### src/rtl/ms_time_entry_if.sv
// ms_time_entry_if: keypad, control and timer-counter signals of the MM:SS entry front end.
//   master : keypad/control side; drives keys, start, stop_clear and timer_zero
//   slave  : the entry block; drives the digit outputs, digit_count, load, enab,
//            done and entry_err
interface ms_time_entry_if;
    logic       key_valid;
    logic [3:0] key_digit;
    logic       start;
    logic       stop_clear;
    logic       timer_zero;
    logic [3:0] min_tens;
    logic [3:0] min_ones;
    logic [3:0] sec_tens;
    logic [3:0] sec_ones;
    logic [2:0] digit_count;
    logic       load;
    logic       enab;
    logic       done;
    logic       entry_err;

    modport master (
        output key_valid, key_digit, start, stop_clear, timer_zero,
        input  min_tens, min_ones, sec_tens, sec_ones, digit_count,
               load, enab, done, entry_err
    );

    modport slave (
        input  key_valid, key_digit, start, stop_clear, timer_zero,
        output min_tens, min_ones, sec_tens, sec_ones, digit_count,
               load, enab, done, entry_err
    );
endinterface

### src/rtl/ms_time_entry.sv
// ms_time_entry: microwave-style MM:SS keypad entry and timer control.
// Digits shift in at seconds-ones; start validates the entry, pulses load low for one
// cycle, then enables the timer counters until timer_zero, pause or cancel.
// Ports:
//   i_clk   : system clock, rising edge
//   i_clear : asynchronous active-low reset
//   io_bus  : ms_time_entry_if.slave (keys, start/stop_clear, timer_zero in;
//             digits, digit_count, load, enab, done, entry_err out; all registered)
module ms_time_entry (
    input  logic           i_clk,
    input  logic           i_clear,
    ms_time_entry_if.slave io_bus
);

    typedef enum logic [2:0] {
        StIdle,
        StEntry,
        StLoad,
        StRun,
        StPause
    } state_e;

    state_e      r_state;
    state_e      w_state_d;
    // {min_tens, min_ones, sec_tens, sec_ones}
    logic [15:0] r_digits;
    logic [15:0] w_digits_d;
    logic [2:0]  r_count;
    logic [2:0]  w_count_d;
    logic        r_load;
    logic        w_load_d;
    logic        r_enab;
    logic        w_enab_d;
    logic        r_done;
    logic        w_done_d;
    logic        r_err;
    logic        w_err_d;

    logic        w_key_ok;
    logic        w_bad_start;

    assign w_key_ok    = io_bus.key_valid && (io_bus.key_digit <= 4'd9) && (r_count < 3'd4);
    // Seconds-tens above 5 is not a valid time; an all-zero entry has nothing to run.
    assign w_bad_start = (r_digits[7:4] > 4'd5) || (r_digits == 16'h0000);

    always_comb begin
        w_state_d  = r_state;
        w_digits_d = r_digits;
        w_count_d  = r_count;
        w_done_d   = 1'b0;
        w_err_d    = 1'b0;

        unique case (r_state)
            StIdle: begin
                if (w_key_ok) begin
                    w_digits_d = {r_digits[11:0], io_bus.key_digit};
                    w_count_d  = r_count + 3'd1;
                    w_state_d  = StEntry;
                end
            end
            StEntry: begin
                if (io_bus.stop_clear) begin
                    w_digits_d = '0;
                    w_count_d  = '0;
                    w_state_d  = StIdle;
                end else if (io_bus.start) begin
                    if (w_bad_start) begin
                        w_err_d = 1'b1;
                    end else begin
                        w_state_d = StLoad;
                    end
                end else if (w_key_ok) begin
                    w_digits_d = {r_digits[11:0], io_bus.key_digit};
                    w_count_d  = r_count + 3'd1;
                end
            end
            StLoad: begin
                w_state_d = StRun;
            end
            StRun: begin
                if (io_bus.timer_zero) begin
                    w_digits_d = '0;
                    w_count_d  = '0;
                    w_done_d   = 1'b1;
                    w_state_d  = StIdle;
                end else if (io_bus.stop_clear) begin
                    w_state_d = StPause;
                end
            end
            StPause: begin
                if (io_bus.stop_clear) begin
                    w_digits_d = '0;
                    w_count_d  = '0;
                    w_state_d  = StIdle;
                end else if (io_bus.start) begin
                    w_state_d = StRun;
                end
            end
            default: begin
                w_state_d  = StIdle;
                w_digits_d = '0;
                w_count_d  = '0;
            end
        endcase

        // Control outputs follow the next state so they are registered yet aligned with it.
        w_load_d = (w_state_d != StLoad);
        w_enab_d = (w_state_d == StRun);
    end

    always_ff @(posedge i_clk or negedge i_clear) begin
        if (!i_clear) begin
            r_state  <= StIdle;
            r_digits <= '0;
            r_count  <= '0;
            r_load   <= 1'b1;
            r_enab   <= 1'b0;
            r_done   <= 1'b0;
            r_err    <= 1'b0;
        end else begin
            r_state  <= w_state_d;
            r_digits <= w_digits_d;
            r_count  <= w_count_d;
            r_load   <= w_load_d;
            r_enab   <= w_enab_d;
            r_done   <= w_done_d;
            r_err    <= w_err_d;
        end
    end

    assign io_bus.min_tens    = r_digits[15:12];
    assign io_bus.min_ones    = r_digits[11:8];
    assign io_bus.sec_tens    = r_digits[7:4];
    assign io_bus.sec_ones    = r_digits[3:0];
    assign io_bus.digit_count = r_count;
    assign io_bus.load        = r_load;
    assign io_bus.enab        = r_enab;
    assign io_bus.done        = r_done;
    assign io_bus.entry_err   = r_err;

endmodule

### src/flat_wrapper.sv
// flat-port wrapper written by rule: the top's interface ports become plain ports
module ms_time_entry_flat 
  (i_clk, i_clear, io_bus_key_valid, io_bus_key_digit, io_bus_start, io_bus_stop_clear, io_bus_timer_zero, io_bus_min_tens, io_bus_min_ones, io_bus_sec_tens, io_bus_sec_ones, io_bus_digit_count, io_bus_load, io_bus_enab, io_bus_done, io_bus_entry_err);
  ms_time_entry_if io_bus_i ();
  input  logic i_clk;
  input  logic i_clear;
  input wire logic [$bits(io_bus_i.key_valid)-1:0] io_bus_key_valid;
  input wire logic [$bits(io_bus_i.key_digit)-1:0] io_bus_key_digit;
  input wire logic [$bits(io_bus_i.start)-1:0] io_bus_start;
  input wire logic [$bits(io_bus_i.stop_clear)-1:0] io_bus_stop_clear;
  input wire logic [$bits(io_bus_i.timer_zero)-1:0] io_bus_timer_zero;
  output wire logic [$bits(io_bus_i.min_tens)-1:0] io_bus_min_tens;
  output wire logic [$bits(io_bus_i.min_ones)-1:0] io_bus_min_ones;
  output wire logic [$bits(io_bus_i.sec_tens)-1:0] io_bus_sec_tens;
  output wire logic [$bits(io_bus_i.sec_ones)-1:0] io_bus_sec_ones;
  output wire logic [$bits(io_bus_i.digit_count)-1:0] io_bus_digit_count;
  output wire logic [$bits(io_bus_i.load)-1:0] io_bus_load;
  output wire logic [$bits(io_bus_i.enab)-1:0] io_bus_enab;
  output wire logic [$bits(io_bus_i.done)-1:0] io_bus_done;
  output wire logic [$bits(io_bus_i.entry_err)-1:0] io_bus_entry_err;
  assign io_bus_i.key_valid = io_bus_key_valid;
  assign io_bus_i.key_digit = io_bus_key_digit;
  assign io_bus_i.start = io_bus_start;
  assign io_bus_i.stop_clear = io_bus_stop_clear;
  assign io_bus_i.timer_zero = io_bus_timer_zero;
  assign io_bus_min_tens = io_bus_i.min_tens;
  assign io_bus_min_ones = io_bus_i.min_ones;
  assign io_bus_sec_tens = io_bus_i.sec_tens;
  assign io_bus_sec_ones = io_bus_i.sec_ones;
  assign io_bus_digit_count = io_bus_i.digit_count;
  assign io_bus_load = io_bus_i.load;
  assign io_bus_enab = io_bus_i.enab;
  assign io_bus_done = io_bus_i.done;
  assign io_bus_entry_err = io_bus_i.entry_err;
  ms_time_entry u_core (.i_clk(i_clk), .i_clear(i_clear), .io_bus(io_bus_i));
endmodule
### config.mk
export PLATFORM = sky130hd
export DESIGN_NAME = ms_time_entry_flat
export DESIGN_NICKNAME = d
export VERILOG_FILES = /design/src/rtl/ms_time_entry_if.sv /design/src/rtl/ms_time_entry.sv /design/src/flat_wrapper.sv
export SDC_FILE = /design/constraint.sdc
export NUM_CORES = 1
export LEC_CHECK = 0
export CAP_MARGIN = 20
export CORE_ASPECT_RATIO = 1.5
export CORE_MARGIN = 5
export CORE_UTILIZATION = 41
export DETAILED_ROUTE_END_ITERATION = 7
export PLACE_DENSITY = 0.69
export SLEW_MARGIN = 25
export SYNTH_ARGS = -nofsm -noshare
export SYNTH_HDL_FRONTEND = slang
export SYNTH_SLANG_ARGS = --single-unit
### constraint.sdc
create_clock -name i_clk -period 4.3 [get_ports i_clk]
set_input_delay 1.29 -clock i_clk [delete_from_list [all_inputs] [get_ports i_clk]]
set_output_delay 1.29 -clock i_clk [all_outputs]
set_load 0.005 [all_outputs]
==> results by group, run 1 <==
Status
  – Status: complete, no violations

Finish
  – Signed area change from the synthesized netlist to the final layout: 29.9%
  – Fill cell total of the finished layout: 289
  – Fraction of layout cells with a size suffix above 1: 0.110
  – Number of inserted diodes: 0
  – Layout net count: 166

Timing
  – Headroom to the max-slew limit: 0.781
  – Final setup fails: 0
  – Post-layout min period: 2890 ps
  – Final count of hold timing violations: 0
  – Setup repair after global routing missed its margin: no
  – Worst clock skew: 4.29 ps
  – Final Max Slew Viols: 0
  – Final sum of negative setup slack: 0 ps
  – Maximum achievable frequency: 0.347 GHz
  – Slew @ Worst Pin: 326 ps
  – Fin Hold WS: 522 ps
  – Final Cycle Share: 0.671

Die
  – Die Span X: 56.3 um
  – Initial core utilization: 0.421
  – Overall die height: 79.4 um
  – Number of top-level pins: 33
  – Count of standard-cell rows: 25
  – Placeable core region: 3130 um^2
  – Die footprint: 4470 um^2

Logic synthesis
  – Unique masters post-synth: 34
  – Count of flip-flops with a built-in enable after synthesis: 0
  – Predominant post-synthesis flop cell: dfrtp_1
  – Mean instance size in the synthesized netlist: 10.8 um^2
  – Cell accounting for the most synthesized area: dfrtp_1
  – Yosys warns: 0
  – Total standard cell area after synthesis: 1320 um^2
  – Synth async-reset ratio: 1.00
  – Post-synth net total: 133
  – Part of the Yosys area used for sequential elements: 0.495
  – Most used standard cells in the synthesized netlist: dfrtp_1, nand2_1, mux2i_1
  – Cell types with the largest area share after synthesis: dfrtp_1, mux2i_1, nand2_1
  – Number of flip-flops and latches in the synthesized netlist: 26
  – Post-Syn Instances: 122
  – Portion of synthesized cell area occupied by the leading cell type: 0.475

Clocking
  – Setup Fix Bufs, Post-CTS: 0
  – H-Tree Depth: 1
  – Worst-path clk slew: 90 ps
  – Clock buffer count from CTS: 3
  – Cell at the root of the clock tree: clkbuf_8
  – Number of clock sinks: 26
  – Number of buffers inserted by hold repair at cts: 0
  – Count of cells resized by post-cts repair: 0
  – Buffers from clock root to sink, at most: 2
  – Clock tree from TritonCTS: yes
  – Skew-Pair Late Insertion Delay: 270 ps

Setup path
  – Setup crit end kind: flip-flop
  – CP max stage cell: clkdlybuf4s50_1
  – Delay of the slowest cell on the worst path: 600 ps
  – Critical path peak fanout: 18
  – Worst R2R Start: u_core.r_state[1]$_DFF_PN0_
  – Largest delay contributor family on the critical path: buffers and inverters
  – Flop2flop setup slack: 2470 ps
  – Critical path buffers and inverters: 2
  – Type of the setup path with the least slack: in -> reg
  – Arrival time at the worst endpoint: 3080 ps
  – Reg2reg path depth: 5
  – Worst reg2reg path endpoint: u_core.r_digits[13]$_DFFE_PN0P_
  – Launching element type of the critical path: input port
  – Cell breakdown of the critical path: clkdlybuf4s50_1 > nor2_1 > a32o_2 > a211oi_4 > buf_4 > mux2i_1
  – Required time of the critical path: 4490 ps

Min path
  – Worst Hold Class: reg -> reg
  – Worst Hold Launch: u_core.io_bus.digit_count[2]$_DFFE_PN0P_
  – Worst hold path stage count: 2
  – Worst min-delay path endpoint: u_core.io_bus.digit_count[2]$_DFFE_PN0P_

Global routing
  – Largest net degree at the start of global routing: 27
  – Antenna violations before repair: 0
  – Combined global-route utilization of all metal layers: 0.131
  – Most utilized layer in the global route result: met2
  – Global routing usage on met3: 0.0291
  – Vias in the first global route: 1,069
  – Overall overflow remaining after global route: 0
  – M2 GR Usage: 0.231
  – GR met1 Demand/Resource: 0.160
  – Wire length of the first global-routing pass: 4770 um

Power
  – Leakage power: 0.000762 uW
  – IR Drop Worst-Case VDD: 0.000374 V
  – Power density over cell area: 636 nW/um^2

Drt
  – Post-detailed-route via-to-cell ratio: 5.41
  – Antenna Violating Nets Remaining: 0
  – Residual DRC: 0
  – Total via count after detailed routing: 1,050
  – DR WL/cell: 14.9 um
  – Routed wire length: 2890 um
  – Detailed router's first-iteration violation count: 24
  – First-pass iteration count of the detailed router: 4

Flow run
  – Max-cap violation count: 0

Placement
  – Placed wire-length estimate: 2120 um
  – Weighted congestion at the end of routability-driven global placement: 0.780
  – Count of port buffers added during placement: 32
==> stage by stage <==
stage	util	cell area [um^2]	total power, uW	instances	setup WS [ps]
floorplan	-	1320	664	122	1870
global placement	0.524	1640	879	190	1210
detailed placement	0.524	1640	894	190	1150
CTS	0.547	1710	1100	194	1420
global route	0.547	1710	1160	194	1330
finish	0.547	1710	1090	194	1410
==> logic make-up after synthesis <==
family | after synthesis | share of synthesized area
flip-flops | 26 | 0.495
multiplexers | 19 | 0.145
adder cells (fa/ha/maj) | 1 | 0.00950
buffers and inverters | 11 | 0.0703
AND/OR/NAND/NOR | 47 | 0.182
AO/OA/AOI/OAI | 18 | 0.0978
==> sequential cells by signal, indices dropped and copies added (netlist names) <==
signal and cells:
u_core.io_bus.load 1, u_core.io_bus.done 1, u_core.io_bus.entry_err 1, u_core.io_bus.enab 1
u_core.io_bus.digit_count 3, u_core.r_digits 16, u_core.r_state 3
==> layout make-up <==
class / count / area, um^2 / area share
flip-flops and latches: 26 / 652 / 0.381
multi-input cells: 85 / 581 / 0.339
clock inverters: 1 / 30.0 / 0.0175
clock buffers: 3 / 41.3 / 0.0241
well taps: 40 / 50.0 / 0.0292
inverters: 4 / 15.0 / 0.00877
repair buffers: 35 / 343 / 0.200
==> metal layers <==
metal,share of wire,up-vias
li1,-,495
met5,0,-
met2,0.51,38
met1,0.43,515
met3,0.060,2
met4,0.0031,0
==> worst max-delay path by stage <==
stage	from	endpoint	slack, ps	cells past startpoint
after floorplan	io_bus_stop_clear	u_core.r_digits[10]$_DFFE_PN0P_	1870	6
after global placement	io_bus_stop_clear	u_core.r_digits[5]$_DFFE_PN0P_	1210	6
after detailed placement	io_bus_stop_clear	u_core.r_digits[13]$_DFFE_PN0P_	1150	6
after CTS	io_bus_stop_clear	u_core.r_digits[13]$_DFFE_PN0P_	1420	6
after global routing	io_bus_stop_clear	u_core.io_bus.digit_count[1]$_DFFE_PN0P_	1330	6
final	io_bus_stop_clear	u_core.r_digits[13]$_DFFE_PN0P_	1410	6
==> worst register-to-register path: cells and delay by family (launching register included) <==
kind,cells,cell delay (ps)
flops,1,550
compound gates,2,530
buf+inv,1,330
mux,1,240
simple gates,1,110
==> cells in the final DEF (no fill, tap or decap), types with 2 or more instances in the layout <==
master	count
nand3_1	3
o21ai_0	4
nand2_1	25
inv_1	4
nand3b_1	2
clkbuf_8	3
clkdlybuf4s50_1	32
buf_4	3
nand4_1	4
nor4_1	4
o21a_1	2
dfrtp_1	25
mux2i_1	18
a21oi_1	5
==> power breakdown <==
part,leakage [uW],switching [uW],internal (uW)
Sequential,0.000344,96.7,334
Clock,0.0000357,76.4,124
Combinational,0.000383,195,263
Total,0.000762,368,722
Power figures use the tool's default switching activity.
==> run 2, diff against run 1 <==
Clock period 4.3 ns to 2.99 ns, I/O delays scaled along.
==> run 2 against run 1 <==
  * Highest routed layer unchanged
  * Final cell count unchanged
  * Largest power group unchanged
  * Sequential power increased by 43%
  * Clock-buffer cell count unchanged
==> results by group, run 2 (same netlist as run 1, synthesis figures left out) <==
Timing
  – Post-layout min period: 2400 ps
  – Worst clock skew: 4.43 ps
  – Headroom to the max-slew limit: 0.757
  – Final Max Slew Viols: 0
  – Final count of hold timing violations: 0
  – Setup repair after global routing missed its margin: no
  – Final Cycle Share: 0.804
  – Slew @ Worst Pin: 360 ps
  – Maximum achievable frequency: 0.416 GHz
  – Fin Hold WS: 516 ps
  – Final sum of negative setup slack: 0 ps
  – Final setup fails: 0

Setup path
  – Flop2flop setup slack: 1260 ps
  – Launching element type of the critical path: input port
  – Arrival time at the worst endpoint: 2600 ps
  – Worst reg2reg path endpoint: u_core.r_digits[13]$_DFFE_PN0P_
  – Setup crit end kind: flip-flop
  – Critical path peak fanout: 18
  – Endpoint of the most critical setup path: u_core.r_digits[13]$_DFFE_PN0P_
  – Type of the setup path with the least slack: in -> reg
  – Required time of the critical path: 3190 ps
  – Setup crit start: io_bus_stop_clear
  – Reg2reg path depth: 5
  – Worst R2R Start: u_core.r_state[1]$_DFF_PN0_

Finish
  – Final Instance Area: 1720 um^2
  – Fraction of layout cells with a size suffix above 1: 0.110
  – Final standard cell utilization of the core: 0.551
  – Number of inserted diodes: 0
  – Signed area change from the synthesized netlist to the final layout: 30.9%
  – Top library cells by usage in the layout, fill and taps aside: clkdlybuf4s50_1, nand2_1, dfrtp_1
  – Max FFs per register: 16
  – Layout net count: 166
  – Most flop-heavy register: u_core.r_digits
  – Fill cell total of the finished layout: 292
  – Leading cell type in the layout, fill and taps excluded: clkdlybuf4s50_1

Clocking
  – Buffers from clock root to sink, at most: 2
  – Count of cells resized by post-cts repair: 0
  – Cell at the root of the clock tree: clkbuf_8
  – Skew-Pair Late Insertion Delay: 270 ps
  – Setup Fix Bufs, Post-CTS: 0
  – Number of buffers inserted by hold repair at cts: 0
  – Worst-path clk slew: 90 ps
  – Clock buffer count from CTS: 3
  – H-Tree Depth: 1
  – Clock tree from TritonCTS: yes
  – Number of clock sinks: 26

Drt
  – Residual DRC: 0
  – Post-detailed-route via-to-cell ratio: 5.37
  – First-pass iteration count of the detailed router: 4
  – Met3 Wirelength: 188 um
  – Met2 WL: 1390 um
  – Routed wire length: 2880 um
  – Total via count after detailed routing: 1,041
  – Detailed router's first-iteration violation count: 27
  – Antenna Violating Nets Remaining: 0
  – DR WL/cell: 14.9 um
  – Met1 wire length: 1250 um
  – Topmost layer with routed signal wires: met4

Power
  – Switching Share: 0.334
  – Leakage power: 0.000766 uW
  – Internal power: 1040 uW
  – Clock power share: 0.185
  – Sw power: 524 uW
  – Power density over cell area: 910 nW/um^2
  – Total power draw: 1570 uW
  – Power share of the sequential group: 0.392
  – Comb power frac: 0.423
  – IR Drop Worst-Case VDD: 0.000583 V

Global routing
  – Vias in the first global route: 1,134
  – Antenna violations before repair: 0
  – Combined global-route utilization of all metal layers: 0.140
  – Largest net degree at the start of global routing: 27
  – Wire length of the first global-routing pass: 5110 um
  – Overall overflow remaining after global route: 0

Placement
  – Placed wire-length estimate: 2120 um
  – Total placed instance area: 1650 um^2
  – Count of port buffers added during placement: 32
  – Weighted congestion at the end of routability-driven global placement: 0.772

Die
  – Count of standard-cell rows: 25
  – Number of top-level pins: 33
  – Die Span X: 56.3 um
  – Placeable core region: 3130 um^2
  – Overall die height: 79.4 um
  – Die footprint: 4470 um^2
  – Initial core utilization: 0.421

Status
  – Status: complete, no violations

Min path
  – Worst Hold Class: reg -> reg

Flow run
  – Max-cap violation count: 0
## run 2: cell types whose count changed in the layout (fill, tap and decap cells not counted)
cell,change
buf_4,-1
buf_12,+1
## run 2: critical path, stage by stage
cell and delay [ps]:
clkdlybuf4s50_1 610, nor2_1 80, a32o_2 300, a211oi_4 280, buf_12 210, mux2i_1 210
## run 2: final cells by class
class                   instances  area [um^2]  share of cell area
flip-flops and latches         26          652               0.378
clock buffers                   3         41.3              0.0239
inverters                       4         15.0             0.00871
multi-input cells              85          581               0.337
clock inverters                 1         30.0              0.0174
repair buffers                 35          355               0.206
well taps                      40         50.0              0.0290
## run 2: power groups by stage
stage | Combinational, uW | Sequential [uW] | Clock, uW
after global routing | 743 | 636 | 309
after CTS | 674 | 616 | 296
final | 664 | 615 | 290
after floorplan | 367 | 587 | 0
after global placement | 654 | 620 | 0
after detailed placement | 668 | 620 | 0
## run 2: per-layer routing
metal  vias up  track usage
li1        493            -
met1       503        0.174
met2        40        0.233
met3         5       0.0372
met4         0       0.0523
met5         -            0
## run 2: worst min-delay path by stage
stage                                              from                                       end  slack, ps  cells after the start
6_report       u_core.io_bus.digit_count[2]$_DFFE_PN0P_  u_core.io_bus.digit_count[2]$_DFFE_PN0P_        520                      2
5_1_grt        u_core.io_bus.digit_count[2]$_DFFE_PN0P_  u_core.io_bus.digit_count[2]$_DFFE_PN0P_        550                      2
4_1_cts        u_core.io_bus.digit_count[2]$_DFFE_PN0P_  u_core.io_bus.digit_count[2]$_DFFE_PN0P_        520                      2
3_5_place_dp   u_core.io_bus.digit_count[2]$_DFFE_PN0P_  u_core.io_bus.digit_count[2]$_DFFE_PN0P_        500                      2
3_3_place_gp   u_core.io_bus.digit_count[2]$_DFFE_PN0P_  u_core.io_bus.digit_count[2]$_DFFE_PN0P_        490                      2
2_1_floorplan  u_core.io_bus.digit_count[2]$_DFFE_PN0P_  u_core.io_bus.digit_count[2]$_DFFE_PN0P_        490                      2
## run 2: through the flow
stage                     cells  setup slack [ps]
after CTS                   194               577
after global placement      190               363
after detailed placement    190               282
final                       194               585
after floorplan             122               948
after global routing        194               479
==> variant, RTL diff (settings of run 2) <==
Re-encode `state_e` (5 states) as Gray code, 3 bits wide.
--- a/src/rtl/ms_time_entry.sv
+++ b/src/rtl/ms_time_entry.sv
@@ -13,11 +13,11 @@
 );
 
     typedef enum logic [2:0] {
-        StIdle,
-        StEntry,
-        StLoad,
-        StRun,
-        StPause
+        StIdle  = 3'b000,
+        StEntry = 3'b001,
+        StLoad  = 3'b011,
+        StRun   = 3'b010,
+        StPause = 3'b110
     } state_e;
 
     state_e      r_state;
Formal check against the unedited RTL: no difference found for any inputs over 10 cycles, from zero or initial values; not proved beyond that.
==> variant against run 2 <==
Routed wire length grew 4.8%; total power down 0.62%; final area is 0.22% higher; die area barely moved; clock skew rose by 0.0032 ns; global-route usage increased by 0.29 points; sequential cell count unchanged; largest power group unchanged; setup slack worse by 0.027 ns; non-clock buffer count grew 1; area after synthesis about the same.
==> variant: results (changes against run 2) <==
Yosys
  – Top post-synthesis cells by count: 25 x dfrtp_1, 24 x nand3_1, 19 x mux2i_1 (was 25 x dfrtp_1, 25 x nand2_1, 18 x mux2i_1)
  – Avg Synthesized Cell Area: 11.2 um^2 (was 10.8 um^2)
  – Compound-Gate Fraction of Synth Area: 7.40% (was 9.78%)
  – Sequential area share after synthesis: 49.4% (was 49.5%)
  – Syn_nets: 129 (was 133)
  – Area share of fa/ha/maj cells after synthesis: 0.949% (was 0.950%)
  – Yosys cell types: 31 (was 34)
  – Post-synthesis mux area share: 14.4% (was 14.5%)

Placed design
  – Detailed placer's ending HPWL: 2.21 mm (was 2.12 mm)
  – Pre-CTS WS: 0.271 ns (was 0.282 ns)
  – Cells after DPL: 186 (was 190)
  – Final Wtd Congestion: 0.798 (was 0.772)
  – Area after DPL: 0.00166 mm^2 (was 0.00165 mm^2)

Global routing
  – Global-route wire length before repair: 5.01 mm (was 5.11 mm)
  – GR Util All Layers: 14.3% (was 14.0%)
  – Vias in the first global route: 1048 (was 1134)

Layout
  – Nets: 162 (was 166)
  – Layout cells sized above 1: 11.3% (was 11.0%)
  – Fillers: 285 (was 292)

Setup path
  – Setup crit end: u_core.r_digits[7] (was u_core.r_digits[13])
  – Arr. time, crit path: 2.62 ns (was 2.60 ns)
  – Critical path fanouts, max: 16 (was 18)
  – Crit-path leading delay family: buffers and inverters (unchanged)
  – Flop2flop setup slack: 1.12 ns (was 1.26 ns)
  – Reg2Reg Launch Point: u_core.r_state[2] (was u_core.r_state[1])

Timing
  – Fin crit period: 2.43 ns (was 2.40 ns)
  – Worst-margin pin slew: 0.430 ns (was 0.360 ns)
  – Final Hold Slack: 0.570 ns (was 0.516 ns)
  – Clock skew: 0.00765 ns (was 0.00443 ns)

Power
  – Maximum vdd drop: 0.500 mV (was 0.583 mV)
  – Power Dens Cells: 902 mW/mm^2 (was 910 mW/mm^2)
  – Internal power component: 0.00103 W (was 0.00104 W)
  – Static Leakage: 0.734 nW (was 0.766 nW)

Run status
  – Status: finished clean (unchanged)

Min path
  – Min-Delay Path Depth: 1 (was 2)

Routing
  – Vias/cell: 5.53 (was 5.37)
  – Wirelength, routed: 3.02 mm (was 2.88 mm)
  – Drt first-iter violations: 15 (was 27)
-- variant: changes by cell type after synthesis, moves of 2 or more --
cell	before	now
nand2_1	25	3
nand3_1	3	24
buf_4	0	3
inv_1	4	1
nor3_1	1	4
nand4_1	4	2
nor2_1	1	3
nor3b_1	0	2
o21ai_0	4	2
-- variant: routing by layer --
| metal | part of all wire (%) | vias up | wire length, um | global-route usage [%] |
|---|---|---|---|---|
| li1 | - | 497 | - | - |
| met1 | 40 | 509 | 1210 | 17.1 |
| met2 | 52 | 42 | 1560 | 24.5 |
| met3 | 7.3 | 2 | 221 | 4.05 |
| met4 | 0.79 | 0 | 24 | 4.99 |
| met5 | 0 | - | 0 | 0 |
-- variant: layout make-up --
cell class / instances / area (um^2) / area share, %
clock buffer: 3 / 41.3 / 2.39
clock inverter: 1 / 30.0 / 1.74
inverter: 2 / 7.51 / 0.434
multi-input combinational: 82 / 584 / 33.8
sequential: 26 / 652 / 37.7
tap: 40 / 50.0 / 2.90
timing repair buffer: 36 / 363 / 21.0
